[src/rtl/idct_pkg.sv]
// Shared sizing for the IDCT transpose buffer.
// Holds sample width, block dimension, address width and block size.
package idct_pkg;

  localparam int DW  = 16;
  localparam int N   = 8;
  localparam int LN  = $clog2(N);
  localparam int AW  = 2 * LN;
  localparam int BLK = N * N;

  typedef logic [AW-1:0] addr_t;
  typedef logic [DW-1:0] samp_t;

  // Row-major address of column-major position p: swap row/col fields.
  function automatic addr_t tpose_addr(input addr_t p);
    return {p[LN-1:0], p[AW-1:LN]};
  endfunction

endpackage

[src/rtl/idct_tpose_bank.sv]
// One N*N x DW sample bank: synchronous write, asynchronous read.
// Ports: clk, we/waddr/wdata write side, raddr -> rdata read side.
module idct_tpose_bank
  import idct_pkg::*;
(
  input  logic  clk,
  input  logic  we,
  input  addr_t waddr,
  input  samp_t wdata,
  input  addr_t raddr,
  output samp_t rdata
);

  samp_t mem [BLK];

  always_ff @(posedge clk) begin
    if (we) begin
      mem[waddr] <= wdata;
    end
  end

  assign rdata = mem[raddr];

endmodule

[src/rtl/idct_transpose_buf.sv]
// Ping-pong transpose buffer: N*N blocks in row-major, out column-major.
// Ports: clk, rst_n, in_* (valid/ready/sob/data), out_* (valid/ready/data/sob/eob), err_resync.
module idct_transpose_buf
  import idct_pkg::*;
(
  input  logic          clk,
  input  logic          rst_n,
  input  logic          in_valid,
  output logic          in_ready,
  input  logic          in_sob,
  input  logic [DW-1:0] in_data,
  output logic          out_valid,
  input  logic          out_ready,
  output logic [DW-1:0] out_data,
  output logic          out_sob,
  output logic          out_eob,
  output logic          err_resync
);

  localparam addr_t LAST = addr_t'(BLK - 1);

  logic [1:0] full;
  logic [1:0] full_nxt;
  logic       wb;
  logic       rb;
  addr_t      wr_ptr;
  addr_t      rd_ptr;

  logic  wr_fire;
  logic  resync;
  logic  wr_last;
  logic  rd_fire;
  logic  rd_last;
  addr_t waddr;
  addr_t addr_rd;
  samp_t rdata0;
  samp_t rdata1;
  samp_t rdata;

  assign in_ready  = !full[wb];
  assign out_valid = full[rb];

  assign wr_fire = in_valid & in_ready;
  // An early start-of-block restarts the bank at address 0.
  assign resync  = wr_fire & in_sob & (wr_ptr != '0);
  assign wr_last = wr_fire & !resync & (wr_ptr == LAST);
  assign waddr   = resync ? '0 : wr_ptr;

  assign rd_fire = out_valid & out_ready;
  assign rd_last = rd_fire & (rd_ptr == LAST);
  assign addr_rd = tpose_addr(rd_ptr);

  idct_tpose_bank u_bank0 (
    .clk   (clk),
    .we    (wr_fire & !wb),
    .waddr (waddr),
    .wdata (in_data),
    .raddr (addr_rd),
    .rdata (rdata0)
  );

  idct_tpose_bank u_bank1 (
    .clk   (clk),
    .we    (wr_fire & wb),
    .waddr (waddr),
    .wdata (in_data),
    .raddr (addr_rd),
    .rdata (rdata1)
  );

  assign rdata = rb ? rdata1 : rdata0;

  // Bank contents are unreset; gate so idle output reads as zero.
  assign out_data = out_valid ? rdata : '0;
  assign out_sob  = out_valid & (rd_ptr == '0);
  assign out_eob  = out_valid & (rd_ptr == LAST);

  // Writes need !full and reads need full, so set/clear never collide.
  always_comb begin
    full_nxt = full;
    if (wr_last) begin
      full_nxt[wb] = 1'b1;
    end
    if (rd_last) begin
      full_nxt[rb] = 1'b0;
    end
  end

  always_ff @(posedge clk or negedge rst_n) begin
    if (!rst_n) begin
      full       <= '0;
      wb         <= 1'b0;
      rb         <= 1'b0;
      wr_ptr     <= '0;
      rd_ptr     <= '0;
      err_resync <= 1'b0;
    end else begin
      full <= full_nxt;
      if (wr_fire) begin
        unique case (1'b1)
          resync: begin
            wr_ptr     <= addr_t'(1);
            err_resync <= 1'b1;
          end
          wr_last: begin
            wr_ptr <= '0;
            wb     <= ~wb;
          end
          default: begin
            wr_ptr <= wr_ptr + 1'b1;
          end
        endcase
      end
      if (rd_fire) begin
        if (rd_last) begin
          rd_ptr <= '0;
          rb     <= ~rb;
        end else begin
          rd_ptr <= rd_ptr + 1'b1;
        end
      end
    end
  end

endmodule

[config.mk]
export PLATFORM = sky130hd
export DESIGN_NAME = idct_transpose_buf
export DESIGN_NICKNAME = d
export VERILOG_FILES = /design/src/rtl/idct_pkg.sv /design/src/rtl/idct_tpose_bank.sv /design/src/rtl/idct_transpose_buf.sv
export SDC_FILE = /design/constraint.sdc
export NUM_CORES = 2
export LEC_CHECK = 0
export BUFFER_PORTS_ARGS = -buffer_cell sky130_fd_sc_hd__buf_2
export CAP_MARGIN = 25
export CORE_ASPECT_RATIO = 1.1
export CORE_UTILIZATION = 45
export CTS_BUF_LIST = sky130_fd_sc_hd__clkbuf_2
export DETAILED_ROUTE_END_ITERATION = 16
export PLACE_DENSITY = 0.68
export SLEW_MARGIN = 20
export SYNTH_ARGS = -nofsm -noshare
export SYNTH_HDL_FRONTEND = slang
export SYNTH_SLANG_ARGS = --single-unit
[constraint.sdc]
create_clock -name clk -period 4.9 [get_ports clk]
set_input_delay 0.245 -clock clk [delete_from_list [all_inputs] [get_ports clk]]
set_output_delay 0.245 -clock clk [all_outputs]
set_load 0.03 [all_outputs]
==> results <==
- The number of cells on the critical path is 10.
- The post-synthesis sequential element count is between 2000 and 2500.
- The final route contains 45500 vias.
- For the worst setup path, the data arrival time is between 4 and 5 ns.
- Counting both buffers and inverters, the worst setup path holds a total of 4.
- The net count after synthesis is 4264.
- The final critical path takes up 105% of the cycle.
- The final reports fail on negative setup slack.
- TritonCTS built the clock tree.
- The normalized max-slew margin is between 10% and 20%.
- Entering global routing, the biggest net connects 90 pins.
- The final routed wire length divided by cell count is approximately 29 um.
- Of the total synthesized cell area, the portion taken by XOR and XNOR cells is 0.0976%.
- The flip-flop cell with the highest count after synthesis is sky130_fd_sc_hd__edfxtp_1.
- The type of the worst setup path is reg -> out.
- At the pin with the least slew margin, the transition time is 1.23 ns.
- The mapped netlist covers slightly above 80000 um^2.
- The number of sinks on the clock net is 2065.
- After Yosys synthesis, full adders, half adders and majority gates account for 0.0620% of the synthesized area.
- The aggregate global-route resource usage is 24.4%.
- The max-slew violation count was 0.
- The sequential-to-total area share from yosys stat is between 70% and 80%.
- Power comes to 31300 uW.
- The class of the most critical hold timing path is in -> async.
- Setup repair after global routing could not meet its margin everywhere.
- The number of clock buffers inserted by TritonCTS is 481.
- The count of buffers added on input and output ports is just over 40.
- The longest clock path from root to sink contains 4 buffers.
- The gate family responsible for the most delay along the worst path is simple AND/OR/NAND/NOR gates.
- The number of warnings issued by yosys is 0.
- The floorplan has approximately 160 rows.
- Of the cells placed in the final design, the portion with a size suffix greater than 1 is 29.8%.
- The floorplan step defined a core boundary enclosing 178000 um^2.
- The number of H-tree branching levels is 5.
- Across the routed clock network, the largest skew measured is approximately 0.25 ns.
- The I/O pin count is 42.
- The count of TritonRoute iterations in the first routing pass is 6.
- In the routed layout, each cell is associated on average with a via count of 5.85.
- The clock root buffer master is sky130_fd_sc_hd__clkbuf_2.
- The post-detailed-placement half-perimeter wirelength is about 120000 um.
- After Yosys synthesis, and, or, nand and nor cells account for 2.60% of the synthesized area.
- The final hold slack is 0.439 ns.
- The routed wire length is ~220000 um.
- For this design the static power due to leakage is 0.0297 uW.
- The number of cells on the worst reg-to-reg path is 7.
- The first routing iteration left between 5000 and 6000 violations.
- The number of endpoints with negative hold slack in the final report is 0.
- In the routed design, unresolved DRC markers number 0.
- For this run, the top clock speed supported by timing is 194 MHz.
- The multiplexer share of the synthesized area is between 10 and 15%.
- The signal on the critical path passes through buf_4, nor2b_4, buf_12, buf_16, a22oi_1, nand3b_1, o2111ai_4, nor4_4, a21oi_2, buf_6.
- The number of distinct library cells after synthesis is slightly above 50.
- The kind of end point of the critical path is an output port.
- The via count of the first global-routing pass is 45500.
- The worst voltage drop across the vdd grid is 0.000306 V.
- Once routing completed, OpenROAD measured the worst setup slack at -0.265 ns.
- The delay of the slowest cell on the worst path is roughly 0.66 ns.
- For this run the aggregate overflow at the end of global routing stands at 0.
- Once the floorplan was initialized, standard cells occupied 45.4% of the core.
- The relative area change from synthesis to final layout is 17.0%.
- For this design the ratio of total power to cell area is 331 nW/um^2.
- The floorplan die area is between 150000 and 200000 um^2.
- Summing the areas of all compound-gate instances in the mapped netlist gives 4.58% of the synthesized area.
- The die height is roughly 450 um.
- The async set-reset flop share out of synthesis is 0.823%.
- The placer congestion estimate is ~0.94.
- The count of nets left with antenna violations after detail routing is 0.
- Across the run, the number of max-cap violations was 0.
- The mean instance size in the synthesized netlist is 19.0 um^2.
- The first global-routing pass estimated 315000 um of wire.
- The time the worst path needs with I/O delays and setup is 5.17 ns.
- The later pin in the worst-skew pair is clocked with a latency of 1.90 ns.
- The run finished, with violations left.
- The category of the worst setup path launch point is a register.
- The number of instances in the synthesized netlist is between 4000 and 5000.
- The largest fanout on the critical path is 8.
- The number of antenna violations at the first check in global routing was 10.
- The die width is 406 um.
- The dominant combinational cell family by area after synthesis is multiplexers.
- Setup violations remaining at the end of the flow were counted as 17.
- The number of nets at the end of the flow is 5046.
- After clock tree synthesis, the clock-pin slew on the worst setup and hold paths is between 0.1 and 0.15 ns.
- The data required time at the worst endpoint is 4.66 ns.
- The synthesized design contains 2048 enable-type register cells.
- The highest-delay cell along the critical path is sky130_fd_sc_hd__nor4_4.
per-layer routing:
layer / part of all wire [%] / track usage [%] / wire length, um
met5: 0.010 / 0 / 23
met2: 48 / 38.5 / 106000
met3: 10 / 6.50 / 23200
met1: 38 / 31.7 / 84600
met4: 3.7 / 10.6 / 8190
cells in the final DEF (no fill, tap or decap), drive strengths merged, types with 31 or more instances in the layout:
cell type	n
a211oi	61
a21oi	112
a22oi	285
buf	456
clkbuf	717
clkinv	133
dlygate4sd3	67
edfxtp	2048
mux2i	734
mux4	178
nand2	128
nand3	75
nor2	142
nor4	31
o22ai	33
stage by stage:
step / util [%] / TNS [ns] / area [um^2] / setup WS [ns] / instances
2_1_floorplan: - / 0 / 80700 / 1.88 / 4239
3_3_place_gp: 47.9 / 0 / 85100 / 0.106 / 6699
3_5_place_dp: 47.9 / 0 / 85100 / 0.423 / 6701
4_1_cts: 52.8 / -5.15 / 93800 / -0.348 / 7752
5_1_grt: 53.1 / -6.07 / 94500 / -0.407 / 7782
6_report: 53.1 / -2.29 / 94500 / -0.265 / 7782
power by group:
part / internal, uW / switching (uW) / leakage (uW) / total [uW]
logic: 290 / 821 / 0.00781 / 1110
registers: 19500 / 61.0 / 0.0186 / 19600
clock network: 3930 / 6630 / 0.00325 / 10600
what timing repair did:
item,in CTS,in global routing
endpoints found under the hold margin,4058,0
gates resized for setup,338,100
gates cloned,30,4
endpoints found under the setup margin,18,17
pin swaps,58,48
setup buffers,85,24
hold buffers,83,0
cell usage after synthesis (all sizes together), types with 2 or more instances:
master / instances / area share, %
a211oi: 61 / 0.57
clkbuf: 111 / 0.52
a21oi: 112 / 0.69
nand4: 7 / 0.054
edfxtp: 2048 / 76
nand2: 128 / 0.60
ha: 4 / 0.062
or3: 3 / 0.023
nor3: 6 / 0.037
mux4: 178 / 5.0
mux2i: 734 / 9.1
xnor2: 4 / 0.043
and4: 2 / 0.022
nand3: 75 / 0.46
nor2: 142 / 0.67
buf: 138 / 1.3
o2111ai: 15 / 0.16
dfrtp: 17 / 0.53
nand3b: 19 / 0.18
nand2b: 3 / 0.023
nor3b: 2 / 0.019
a22o: 3 / 0.033
and3: 4 / 0.031
xor2: 5 / 0.054
o31ai: 2 / 0.019
inv: 8 / 0.040
o22ai: 33 / 0.26
a22oi: 285 / 2.7
o21ai: 19 / 0.12
nor2b: 23 / 0.18
nor4: 31 / 0.24
o311ai: 2 / 0.022
and2: 6 / 0.046
area by class of cell:
type,instances,area [um^2]
diodes,9,22.5
clock buffers,713,3570
clock inverters,144,596
fillers,14000,83300
inverters,8,32.5
multi-input cells,1918,18900
flip-flops and latches,2065,61900
well taps,2378,2980
repair buffers,547,6390
state kept, by name (all words and copies together) (netlist names):
| signal | cells |
|---|---|
| err_resync | 1 |
| rb | 1 |
| rd_ptr | 6 |
| wr_ptr | 6 |
| u_bank0.mem | 1024 |
| wb | 1 |
| u_bank1.mem | 1024 |
| full | 2 |
tightest hold or removal path, stage by stage:
cell and delay, ns:
sky130_fd_sc_hd__dlygate4sd3_1 0.52, sky130_fd_sc_hd__dlygate4sd3_1 0.54, sky130_fd_sc_hd__dlygate4sd3_1 0.55, sky130_fd_sc_hd__buf_2 0.15, sky130_fd_sc_hd__dlygate4sd3_1 0.76
worst paths after layout:
check | from | end | slack (ns)
worst max-delay path | rd_ptr[5] | out_data[4] | -0.27
worst min-delay path | rst_n | rd_ptr[5] | 0.44
worst max register to register | wr_ptr[3] | u_bank0.mem[34][11] | 1.07
worst min register to register | err_resync | err_resync | 0.50
max in group asynchronous | rst_n | rb | 3.96
min in group clk | err_resync | err_resync | 0.50
cells by family (layout without fill, tap and decap cells):
| logic type | Yosys count | count (layout) |
|---|---|---|
| other | 0 | 9 |
| buffers and inverters | 257 | 1412 |
| flip-flops | 2065 | 2065 |
| AND/OR/NAND/NOR | 453 | 454 |
| AO/OA/AOI/OAI | 538 | 538 |
| multiplexers | 913 | 913 |
| adder cells (fa/ha/maj) | 4 | 4 |
| XOR/XNOR | 9 | 9 |
Note: power is estimated with default switching activity, not from simulation.
